[src/rtl/fetch_queue.sv]
// ---------------------------------------------------------------------------
// fetch_queue
//
// Instruction fetch front end. Owns the program counter, issues one
// instruction-memory request at a time over a req/ack handshake (variable
// memory latency), buffers returned words with their PC+4 in a small FIFO
// and presents the FIFO head to the fetch/decode buffer under stall_i.
// A branch redirect flushes the FIFO and restarts fetching at the target.
//
// Parameters:
//   DEPTH     FIFO entries (power of two, >= 2)
//   RESET_PC  first fetch address after reset
//
// Ports:
//   clk_i            clock, rising edge
//   rst_i            asynchronous active-high reset
//   memReq_o         instruction-memory request valid
//   memAddr_o        request address (held until the transfer)
//   memAck_i         memory completes the request this cycle
//   memData_i        instruction word, valid with memAck_i
//   redirect_i       branch taken, flush and refetch
//   redirectPc_i     branch target address
//   stall_i          downstream not accepting this cycle
//   instrValid_o     FIFO head valid
//   instr_o          instruction word at the FIFO head
//   nextInstrAddr_o  head instruction address + 4
// ---------------------------------------------------------------------------
module fetch_queue #(
    parameter int unsigned DEPTH    = 4,
    parameter logic [31:0] RESET_PC = 32'h0000_0000
) (
    input  logic        clk_i,
    input  logic        rst_i,
    output logic        memReq_o,
    output logic [31:0] memAddr_o,
    input  logic        memAck_i,
    input  logic [31:0] memData_i,
    input  logic        redirect_i,
    input  logic [31:0] redirectPc_i,
    input  logic        stall_i,
    output logic        instrValid_o,
    output logic [31:0] instr_o,
    output logic [31:0] nextInstrAddr_o
);

    localparam int unsigned PW = $clog2(DEPTH);
    localparam int unsigned CW = $clog2(DEPTH + 1);
    localparam logic [CW-1:0] FULL = CW'(DEPTH);

    typedef enum logic [1:0] {
        IDLE = 2'd0,   // no request outstanding
        REQ  = 2'd1,   // request whose result is kept
        DROP = 2'd2    // request whose result is discarded after a redirect
    } state_t;

    state_t         state_reg, state_next;
    logic [31:0]    fetch_pc_reg, fetch_pc_next;
    logic [31:0]    req_pc_reg, req_pc_next;
    logic [PW-1:0]  rd_ptr_reg, wr_ptr_reg;
    logic [CW-1:0]  count_reg, count_next;
    logic [31:0]    instr_mem [DEPTH];
    logic [31:0]    addr_mem  [DEPTH];

    logic           push;
    logic           pop;
    logic [CW-1:0]  count_with_push;

    assign memReq_o        = (state_reg != IDLE);
    assign memAddr_o       = req_pc_reg;
    assign instrValid_o    = (count_reg != '0);
    assign instr_o         = instr_mem[rd_ptr_reg];
    assign nextInstrAddr_o = addr_mem[rd_ptr_reg];

    // Redirect wins over a pop in the same cycle.
    assign pop = instrValid_o && !stall_i && !redirect_i;

    // Occupancy if the current ack is pushed; REQ only runs with count < DEPTH,
    // so this never exceeds DEPTH.
    assign count_with_push = count_reg + CW'(1) - CW'(pop);

    always_comb begin
        state_next    = state_reg;
        fetch_pc_next = fetch_pc_reg;
        req_pc_next   = req_pc_reg;
        push          = 1'b0;

        case (state_reg)
            IDLE: begin
                if (redirect_i) begin
                    // Load the target and enter REQ in one step.
                    state_next    = REQ;
                    req_pc_next   = redirectPc_i;
                    fetch_pc_next = redirectPc_i + 32'd4;
                end else if (count_reg < FULL) begin
                    state_next    = REQ;
                    req_pc_next   = fetch_pc_reg;
                    fetch_pc_next = fetch_pc_reg + 32'd4;
                end
            end
            REQ: begin
                if (redirect_i) begin
                    if (memAck_i) begin
                        // Old request finished now; target can go out next cycle.
                        req_pc_next   = redirectPc_i;
                        fetch_pc_next = redirectPc_i + 32'd4;
                    end else begin
                        // Request still in flight: keep its address, drop its data.
                        fetch_pc_next = redirectPc_i;
                        state_next    = DROP;
                    end
                end else if (memAck_i) begin
                    push = 1'b1;
                    if (count_with_push < FULL) begin
                        req_pc_next   = fetch_pc_reg;
                        fetch_pc_next = fetch_pc_reg + 32'd4;
                    end else begin
                        state_next = IDLE;
                    end
                end
            end
            DROP: begin
                if (memAck_i) begin
                    state_next = REQ;
                    if (redirect_i) begin
                        req_pc_next   = redirectPc_i;
                        fetch_pc_next = redirectPc_i + 32'd4;
                    end else begin
                        req_pc_next   = fetch_pc_reg;
                        fetch_pc_next = fetch_pc_reg + 32'd4;
                    end
                end else if (redirect_i) begin
                    fetch_pc_next = redirectPc_i;
                end
            end
            default: begin
                state_next = IDLE;
            end
        endcase

        if (redirect_i) begin
            count_next = '0;
        end else begin
            count_next = count_reg + CW'(push) - CW'(pop);
        end
    end

    always_ff @(posedge clk_i or posedge rst_i) begin
        if (rst_i) begin
            state_reg    <= IDLE;
            fetch_pc_reg <= RESET_PC;
            req_pc_reg   <= 32'd0;
            rd_ptr_reg   <= '0;
            wr_ptr_reg   <= '0;
            count_reg    <= '0;
        end else begin
            state_reg    <= state_next;
            fetch_pc_reg <= fetch_pc_next;
            req_pc_reg   <= req_pc_next;
            count_reg    <= count_next;
            if (redirect_i) begin
                rd_ptr_reg <= '0;
                wr_ptr_reg <= '0;
            end else begin
                if (push) begin
                    wr_ptr_reg <= wr_ptr_reg + PW'(1);
                end
                if (pop) begin
                    rd_ptr_reg <= rd_ptr_reg + PW'(1);
                end
            end
        end
    end

    // Storage is cleared on reset so the head outputs read zero when empty.
    always_ff @(posedge clk_i or posedge rst_i) begin
        if (rst_i) begin
            for (int i = 0; i < int'(DEPTH); i++) begin
                instr_mem[i] <= 32'd0;
                addr_mem[i]  <= 32'd0;
            end
        end else if (push) begin
            instr_mem[wr_ptr_reg] <= memData_i;
            addr_mem[wr_ptr_reg]  <= req_pc_reg + 32'd4;
        end
    end

endmodule

[config.mk]
export PLATFORM = sky130hd
export DESIGN_NAME = fetch_queue
export DESIGN_NICKNAME = d
export VERILOG_FILES = /design/src/rtl/fetch_queue.sv
export SDC_FILE = /design/constraint.sdc
export NUM_CORES = 1
export LEC_CHECK = 0
export CORE_ASPECT_RATIO = 1.25
export CORE_MARGIN = 5
export CORE_UTILIZATION = 49
export CTS_CLUSTER_SIZE = 8
export DETAILED_ROUTE_END_ITERATION = 12
export GPL_TIMING_DRIVEN = 0
export PLACE_DENSITY = 0.73
export SETUP_SLACK_MARGIN = 0.05
export SLEW_MARGIN = 20
export SYNTH_ARGS = -nofsm -noshare
export SYNTH_HDL_FRONTEND = slang
export SYNTH_SLANG_ARGS = --single-unit
[constraint.sdc]
create_clock -name clk_i -period 11.4 [get_ports clk_i]
set_input_delay 2.28 -clock clk_i [delete_from_list [all_inputs] [get_ports clk_i]]
set_output_delay 2.28 -clock clk_i [all_outputs]
set_load 0.02 [all_outputs]
==> results_tabular.tex <==
\begin{tabular}{lr}
\hline
Metric & Value \\
\hline
\multicolumn{2}{l}{\textbf{Run status}} \\
\quad Status & finished clean \\
\multicolumn{2}{l}{\textbf{Global route}} \\
\quad Pin count of the biggest net entering global routing & 37 \\
\quad Number of antenna violations at the first check in global routing & 0 \\
\quad Congestion Overflow GR & 0 \\
\quad Number of global-route vias before repair & about 14000 \\
\quad First-pass GRT wire length & 84000 µm \\
\quad Overall fraction of global-route tracks in use & $\sim$28\% \\
\multicolumn{2}{l}{\textbf{STA}} \\
\quad Unrepaired setup endpoints after global routing & false \\
\quad Pin slew with the least headroom to its limit & 1.12 ns \\
\quad Finish-stage setup viols & 0 \\
\quad Period utilisation layout & 48.1\% \\
\quad Worst-case clock skew & roughly 0.021 ns \\
\quad Pins over their slew limit & 0 \\
\quad Count of final hold-check violations & 0 \\
\quad Max Fclk & about 180 MHz \\
\quad Worst relative slew slack & about a quarter \\
\quad Clock period minus worst slack & about 5.5 ns \\
\quad Setup TNS after final layout & 0 ns \\
\multicolumn{2}{l}{\textbf{CTS}} \\
\quad Later-pin clock latency in the skew report & around 0.55 ns \\
\quad CTS Root Cell & sky130\_fd\_sc\_hd\_\_clkbuf\_16 \\
\quad Hold buffer count at CTS & 0 \\
\quad H-Tree Depth & 2 \\
\quad Maximum buffer depth of the clock tree & 3 \\
\quad Clock slew at the register clock pins of the worst setup and hold paths & 0.05 ns \\
\quad Post-CTS resize count & 0 \\
\quad Clock buffers created by TritonCTS & 47 \\
\quad Clock tree from TritonCTS & built \\
\quad CTS sink cnt & between 300 and 400 \\
\quad Post-CTS setup buffers & 0 \\
\multicolumn{2}{l}{\textbf{Logic synthesis}} \\
\quad Multiplexer share of the synthesized area & 20.5\% \\
\quad Distinct cell type count of the synthesized netlist & 73 \\
\quad Post-synthesis simple-gate area fraction & between 10 and 15\% \\
\quad Sequential-to-total area share from yosys stat & 48.1\% \\
\quad Fraction of synthesized cell area in xor and xnor cells & approximately 3\% \\
\quad Cell count after synthesis & about 1600 \\
\quad Synthesized area per cell & 10.9 µm² \\
\quad Post-synth design cell area & roughly 17000 µm² \\
\quad Net count of the mapped netlist & approximately 1600 \\
\quad Main combinational cell family by area after synthesis & multiplexers \\
\quad Compound-gate portion of the synthesized area & around an eighth \\
\quad Async SR Flop Fraction & 100\% \\
\quad Count of state elements after synthesis & 329 \\
\quad Synth Warn \# & 0 \\
\quad Predominant post-synthesis flop cell & sky130\_fd\_sc\_hd\_\_dfrtp\_1 \\
\quad Number of enable-type register cells in the synthesized netlist & 0 \\
\quad Synthesized-area fraction occupied by adder cells & roughly 1.1\% \\
\multicolumn{2}{l}{\textbf{Floorplan}} \\
\quad Number of top-level design ports & between 150 and 200 \\
\quad Die Height & 219 µm \\
\quad Die Wd & roughly 180 µm \\
\quad Initial core utilization & 49.6\% \\
\quad Total Die Area & 38800 µm² \\
\quad Core ar. & 34500 µm² \\
\quad Row cnt & between 70 and 80 \\
\multicolumn{2}{l}{\textbf{Place}} \\
\quad Number of buffers inserted by port buffering & 162 \\
\quad DP Cell Count & around 2200 \\
\quad Routability-driven placement congestion ratio & around 1 \\
\quad HPWL after detailed placement & around 40000 µm \\
\multicolumn{2}{l}{\textbf{Critical path}} \\
\quad Crit path capture type & output port \\
\quad Data required time at the worst endpoint & $\sim$9 ns \\
\quad Slowest cell delay on critical path & 0.61 ns \\
\quad Kind of cell adding the most delay to the critical path & buffers and inverters \\
\quad Critical Path, Cell by Cell & buf\_1 -> buf\_2 -> mux4\_2 -> clkdlybuf4s50\_1 \\
\quad Combined buffer and inverter count along the critical path & 3 \\
\quad Max stage delay cell, worst path & sky130\_fd\_sc\_hd\_\_buf\_1 \\
\quad Worst Path Max Fanout & 10 \\
\quad Reg2reg setup slack & 8.25 ns \\
\quad Type of origin of the critical path & register \\
\quad Crit path kind & register to output port \\
\quad Worst path arrival time & about 3.2 ns \\
\multicolumn{2}{l}{\textbf{Route}} \\
\quad Count of nets left with antenna violations after detail routing & 0 \\
\quad Routed wire length & 54200 µm \\
\quad Iteration-0 DRC count of the detailed router & roughly 1400 \\
\quad Via count & $\sim$14000 \\
\quad Post-DR vias/cell & approximately 6.2 \\
\quad Mean routed wirelength per cell & approximately 24 µm \\
\quad First-pass iteration count of the detailed router & 5 \\
\quad Remaining DRCs & 0 \\
\multicolumn{2}{l}{\textbf{Power}} \\
\quad Leakage & 0.00880 µW \\
\quad Final Total Pwr & about 5500 µW \\
\quad Worst VDD drop & roughly 0.13 mV \\
\quad Pwr Density & 267 nW/µm² \\
\multicolumn{2}{l}{\textbf{Layout}} \\
\quad Utilization of the core after routing & between 60\% and 70\% \\
\quad Final-layout fill cell count & about 2800 \\
\quad Fraction of final layout cells sized beyond drive strength 1 & a little under a fifth \\
\quad Post-route insts no fill & 2258 \\
\quad Multi-input logic area & $\sim$8400 µm² \\
\quad Diode count & 0 \\
\quad Number of nets in the final layout & approximately 1900 \\
\quad Synthesis-to-finish area growth & 21.5\% \\
\quad Sequential cell area in the final layout & just over 8000 µm² \\
\quad Registers with the most flip-flops & addr\_mem (128), instr\_mem (128) \\
\multicolumn{2}{l}{\textbf{Min path}} \\
\quad Path category of the worst min-delay check & register to register \\
\multicolumn{2}{l}{\textbf{Job}} \\
\quad Total of max-cap violations & 0 \\
\hline
\end{tabular}
## cells in the mapped netlist (6+ instances only)
master | number | area share [%]
sky130_fd_sc_hd__nand4_1 | 30 | 1.1
sky130_fd_sc_hd__o21ai_0 | 182 | 5.3
sky130_fd_sc_hd__o2111ai_1 | 7 | 0.36
sky130_fd_sc_hd__nor4_1 | 10 | 0.37
sky130_fd_sc_hd__a21oi_1 | 47 | 1.4
sky130_fd_sc_hd__nor3_1 | 21 | 0.61
sky130_fd_sc_hd__mux2_2 | 161 | 11
sky130_fd_sc_hd__nand2_1 | 220 | 4.8
sky130_fd_sc_hd__buf_2 | 38 | 1.1
sky130_fd_sc_hd__inv_1 | 20 | 0.44
sky130_fd_sc_hd__ha_1 | 13 | 0.95
sky130_fd_sc_hd__nor2_1 | 51 | 1.1
sky130_fd_sc_hd__and3_1 | 18 | 0.66
sky130_fd_sc_hd__a21boi_0 | 6 | 0.26
sky130_fd_sc_hd__and4_1 | 9 | 0.46
sky130_fd_sc_hd__mux2i_1 | 25 | 1.5
sky130_fd_sc_hd__nor2b_1 | 9 | 0.33
sky130_fd_sc_hd__xor2_1 | 28 | 1.4
sky130_fd_sc_hd__clkbuf_1 | 62 | 1.4
sky130_fd_sc_hd__mux4_2 | 64 | 8.4
sky130_fd_sc_hd__buf_1 | 13 | 0.28
sky130_fd_sc_hd__xnor2_1 | 32 | 1.6
sky130_fd_sc_hd__and2_1 | 9 | 0.33
sky130_fd_sc_hd__a22oi_1 | 10 | 0.44
sky130_fd_sc_hd__o211ai_1 | 11 | 0.48
sky130_fd_sc_hd__dfrtp_1 | 329 | 48
sky130_fd_sc_hd__a21o_1 | 7 | 0.31
sky130_fd_sc_hd__a31oi_1 | 6 | 0.22
sky130_fd_sc_hd__nand2b_1 | 6 | 0.22
sky130_fd_sc_hd__nand3_1 | 40 | 1.2
## metal layers
metal	global-route usage, %	wire, µm	vias to the layer above
met5	0	0	-
met4	12.5	2560	0
met3	4.03	3360	141
met2	48.5	27400	626
met1	34.9	20900	6993
li1	-	-	6144
## report_power, final
| part | internal [µW] | leakage [µW] | switching (µW) | total, µW |
|---|---|---|---|---|
| logic | 1110 | 0.00388 | 1290 | 2400 |
| registers | 1580 | 0.00430 | 334 | 1920 |
| clock network | 737 | 0.000608 | 489 | 1230 |
## cells in the final DEF, fill, tap and decap left out, drive strengths merged, types with 11 or more instances in the layout
master         Yosys  final
a21oi             47     47
and3              18     18
buf               51     62
clkbuf            62    111
clkdlybuf4s50      0    162
dfrtp            329    329
ha                13     13
inv               20     20
mux2             161    161
mux2i             25     25
mux4              64     64
nand2            220    220
nand3             40     40
nand4             30     30
nor2              51     51
nor3              21     21
nor4              12     12
o211ai            11     11
o21ai            182    182
xnor2             32     32
xor2              28     28
## metrics by stage
step           setup WS (ns)  instance area, µm²  hold slack (ns)
3_5_place_dp            5.50               19600            0.465
4_1_cts                 5.85               20800            0.476
5_1_grt                 5.70               20800            0.499
3_3_place_gp            2.63               19300            0.456
6_report                5.92               20800            0.474
2_1_floorplan           4.73               17100            0.445
## cell families (layout without fill, tap and decap cells)
logic type / Yosys count / count (layout)
AO/OA/AOI/OAI: 337 / 337
XOR/XNOR: 60 / 60
adder cells (fa/ha/maj): 14 / 14
buffers and inverters: 134 / 359
flip-flops: 329 / 329
multiplexers: 250 / 250
AND/OR/NAND/NOR: 441 / 441
## path summary, 6_finish.rpt
check	start	to	depth (start not counted)
setup / recovery	rd_ptr_reg[0]	nextInstrAddr_o[0]	4
hold / removal	addr_mem[62]	addr_mem[62]	2
setup reg to reg	state_reg[1]	count_reg[2]	14
hold reg to reg	addr_mem[62]	addr_mem[62]	2
max in group asynchronous	rst_i	addr_mem[75]	8
min in group asynchronous	rst_i	instr_mem[56]	2
## area by class of cell
cell class	count	area share (%)
Buffer	113	2.27
Clock buffer	49	5.79
Clock inverter	3	0.162
Inverter	21	0.397
Multi-Input combinational cell	1102	40.1
Sequential cell	329	39.6
Tap cell	468	2.81
Timing Repair Buffer	173	8.89
## worst register-to-register path: stages, from the launching register on
cell and delay (ns):
sky130_fd_sc_hd__dfrtp_1 0.41, sky130_fd_sc_hd__inv_1 0.09, sky130_fd_sc_hd__ha_1 0.14, sky130_fd_sc_hd__buf_2 0.19, sky130_fd_sc_hd__nor2b_1 0.43, sky130_fd_sc_hd__and2_1 0.19, sky130_fd_sc_hd__clkbuf_1 0.32, sky130_fd_sc_hd__inv_1 0.10
sky130_fd_sc_hd__ha_1 0.29, sky130_fd_sc_hd__inv_1 0.06, sky130_fd_sc_hd__ha_1 0.14, sky130_fd_sc_hd__inv_1 0.05, sky130_fd_sc_hd__fa_1 0.37, sky130_fd_sc_hd__xnor2_1 0.18, sky130_fd_sc_hd__nor2_1 0.05
No activity file was read; power rests on OpenSTA's default activity.
==> variant, RTL diff (config.mk and constraints unchanged) <==
Change the parameter `DEPTH` from 4 to 8.
--- a/src/rtl/fetch_queue.sv
+++ b/src/rtl/fetch_queue.sv
@@ -28,3 +28,3 @@
 module fetch_queue #(
-    parameter int unsigned DEPTH    = 4,
+    parameter int unsigned DEPTH    = 8,
     parameter logic [31:0] RESET_PC = 32'h0000_0000
Check against the original RTL: same outputs for any inputs over 4 cycles, from zero or initial values and one cycle with rst_i high; that may be too few to reach the edited logic, so the function may still have changed.
==> variant against the unedited design <==
Maximum frequency shrank 13%. Sequential power grew 51%. Via count grew 67%. Power is 53% higher. Area after synthesis grew 69%. Clock power up 84%. Cell area up 65%. Sequential cell count increased by 259. Setup slack lost 0.80 ns. Routed wire length is 76% higher. Highest routed layer unchanged.
==> variant: results (changes against the unedited design) <==
stage	metric	value	unit	change
pwr	worst_ir_drop_vdd	0.250	mV	was 0.130 mV
pwr	seq_cell_power	2.90	mW	was 1.92 mW
setup_path	worstPathArrival	4.01	ns	was 3.20 ns
detailed_routing	drtPass1Iterations	6		was 5
placement	place_congestion	0.951		was 0.996
placement	hpwl	66300	um	was 39,500 um
pwr	p_leak	15.2	nW	was 8.80 nW
pwr	swShare	36.6	%	was 38.1%
synth	synth_common_cells	nand2_1, dfrtp_1, mux2_2, o21ai_0, clkbuf_1		was dfrtp_1, nand2_1, o21ai_0, mux2_2, mux4_2
sta	drv_slew	0		unchanged
run_status	status	completed		unchanged
detailed_routing	drtIter0Drc	2193		was 1,410
layout	drive_gt1_share	20.1	%	was 19.0%
hold_path	min_delay_path_depth	2		unchanged
grt	grt_start_max_net_pins	39		was 37
synth	synth_cell_types	73		unchanged
synth	yosysSeqAreaShare	51.0	%	was 48.1%
sta	fin_skew	0.0290	ns	was 0.0213 ns
synth	syn_nets	2718		was 1,648
grt	grt_pass1_wl	146000	um	was 84,000 um
cts	cts.repair.resized	0		unchanged
synth	synth_warnings	0		unchanged
sta	slew_headroom	29.1	%	was 25.0%
cts	cts_setup_buffers	0		unchanged
grt	grt_pass1_vias	24273		was 14,402
setup_path	r2r_end	addr_mem[150]		was count_reg[2]
detailed_routing	vias	23188		was 13,904
synth	yosys-top-cells-area	dfrtp_1, mux2_2, mux4_2		unchanged
grt	antenna_found_initial	2		was 0
grt	grt_use_total	29.9	%	was 28.0%
hold_path	min_to	instr_mem[77]		was addr_mem[62]
setup_path	crit_fanout	10		unchanged
layout	fill_cells	4762		was 2,788
detailed_routing	wl_per_cell	25.9	um	was 24.0 um
layout	reg_top3	addr_mem x256, instr_mem x256		was addr_mem x128, instr_mem x128
cts	clk_pin_slew_worst_paths	0.05	ns	about the same
hold_path	hold_class	flip-flop to flip-flop		unchanged
pwr	p_switching	3.10	mW	was 2.12 mW
setup_path	timing.rr.start	state_reg[1]		unchanged
placement	io_buffers	164		was 162
setup_path	r2r_cells	9		was 14
cts	clock_latency	0.65	ns	was 0.55 ns
synth	synth_ff_type	dfrtp_1		unchanged
cts	root_buffer	clkbuf_16		unchanged
cts	cts_buffer_depth	3		unchanged
placement	pre_cts_slack	5.61	ns	was 5.50 ns
layout	layout.nets	2989		was 1,870
cts	htreeDepth	3		was 2
cts	cts_buffers	84		was 47
pwr	pg_comb	3.31	mW	was 2.40 mW
synth	async_flop_share	100	%	unchanged
setup_path	r2r_slack	7.79	ns	was 8.25 ns
hold_path	worstHoldStart	instr_mem[77]		was addr_mem[62]
sta	max_freq	159	MHz	was 182 MHz
variant: cell types whose count changed in the layout (fill, tap and decap cells not counted), sizes merged, moves of 13 or more:
| cell | unedited run | this run |
|---|---|---|
| mux4 | 64 | 128 |
| clkbuf | 111 | 231 |
| mux2 | 161 | 291 |
| nor2 | 51 | 102 |
| nand3 | 40 | 53 |
| a21oi | 47 | 66 |
| o21ai | 182 | 271 |
| dfrtp | 329 | 588 |
| nand2 | 220 | 593 |
variant: routing by layer:
layer  vias to the layer above  routed length [um]  track usage (%)
met1                     11782               36200             38.2
li1                       9828                   -                -
met2                      1262               46100             48.7
met5                         -                   0                0
met3                       316                7510             6.01
met4                         0                5510             15.1
variant: final cells by class:
| type | instances | area (um2) | area share (%) |
|---|---|---|---|
| clock buffers | 89 | 2160 | 6.31 |
| inverters | 26 | 101 | 0.296 |
| well taps | 757 | 947 | 2.77 |
| repair buffers | 185 | 2080 | 6.07 |
| plain buffers | 190 | 759 | 2.22 |
| diodes | 1 | 2.50 | 0.00731 |
| clock inverters | 7 | 158 | 0.460 |
| flip-flops and latches | 588 | 14700 | 43.0 |
| multi-input cells | 1830 | 13300 | 38.9 |
variant: critical path: stages, from the launching register on:
cell             delay, ns
dfrtp_1               0.38
clkbuf_1              0.64
buf_1                 0.86
mux4_2                0.60
mux2_2                0.32
clkdlybuf4s50_1       0.55
variant: cell families (layout without fill, tap and decap cells):
kind of cell	count (synthesis)	count (layout)	synth area share [%]
adders and majority gates	15	15	0.676
buffers and inverters	216	497	2.96
xor gates and xnor gates	60	60	1.82
muxes	432	432	21.8
other	0	1	0
DFF	588	588	51.0
AOI/OAI and AO/OA	436	436	8.57
and+or+nand+nor	887	887	13.2
variant: through the flow:
step           std cells  instance area (um2)  hold WS [ns]
2_1_floorplan       2634                28900         0.440
3_3_place_gp        3555                31500         0.453
3_5_place_dp        3576                31900         0.460
4_1_cts             3672                34200         0.472
5_1_grt             3673                34300         0.489
6_report            3673                34300         0.469
variant: how the worst max path moves through the flow:
stage	end	depth (start not counted)	slack (ns)	from
2_1_floorplan	addr_mem[0]	1	1.10	rst_i
3_3_place_gp	instr_mem[153]	2	-2.01	rst_i
3_5_place_dp	fetch_pc_reg[9]	10	5.61	redirect_i
4_1_cts	nextInstrAddr_o[1]	5	5.01	rd_ptr_reg[0]
5_1_grt	nextInstrAddr_o[13]	5	5.00	rd_ptr_reg[0]
6_report	nextInstrAddr_o[31]	5	5.11	rd_ptr_reg[0]
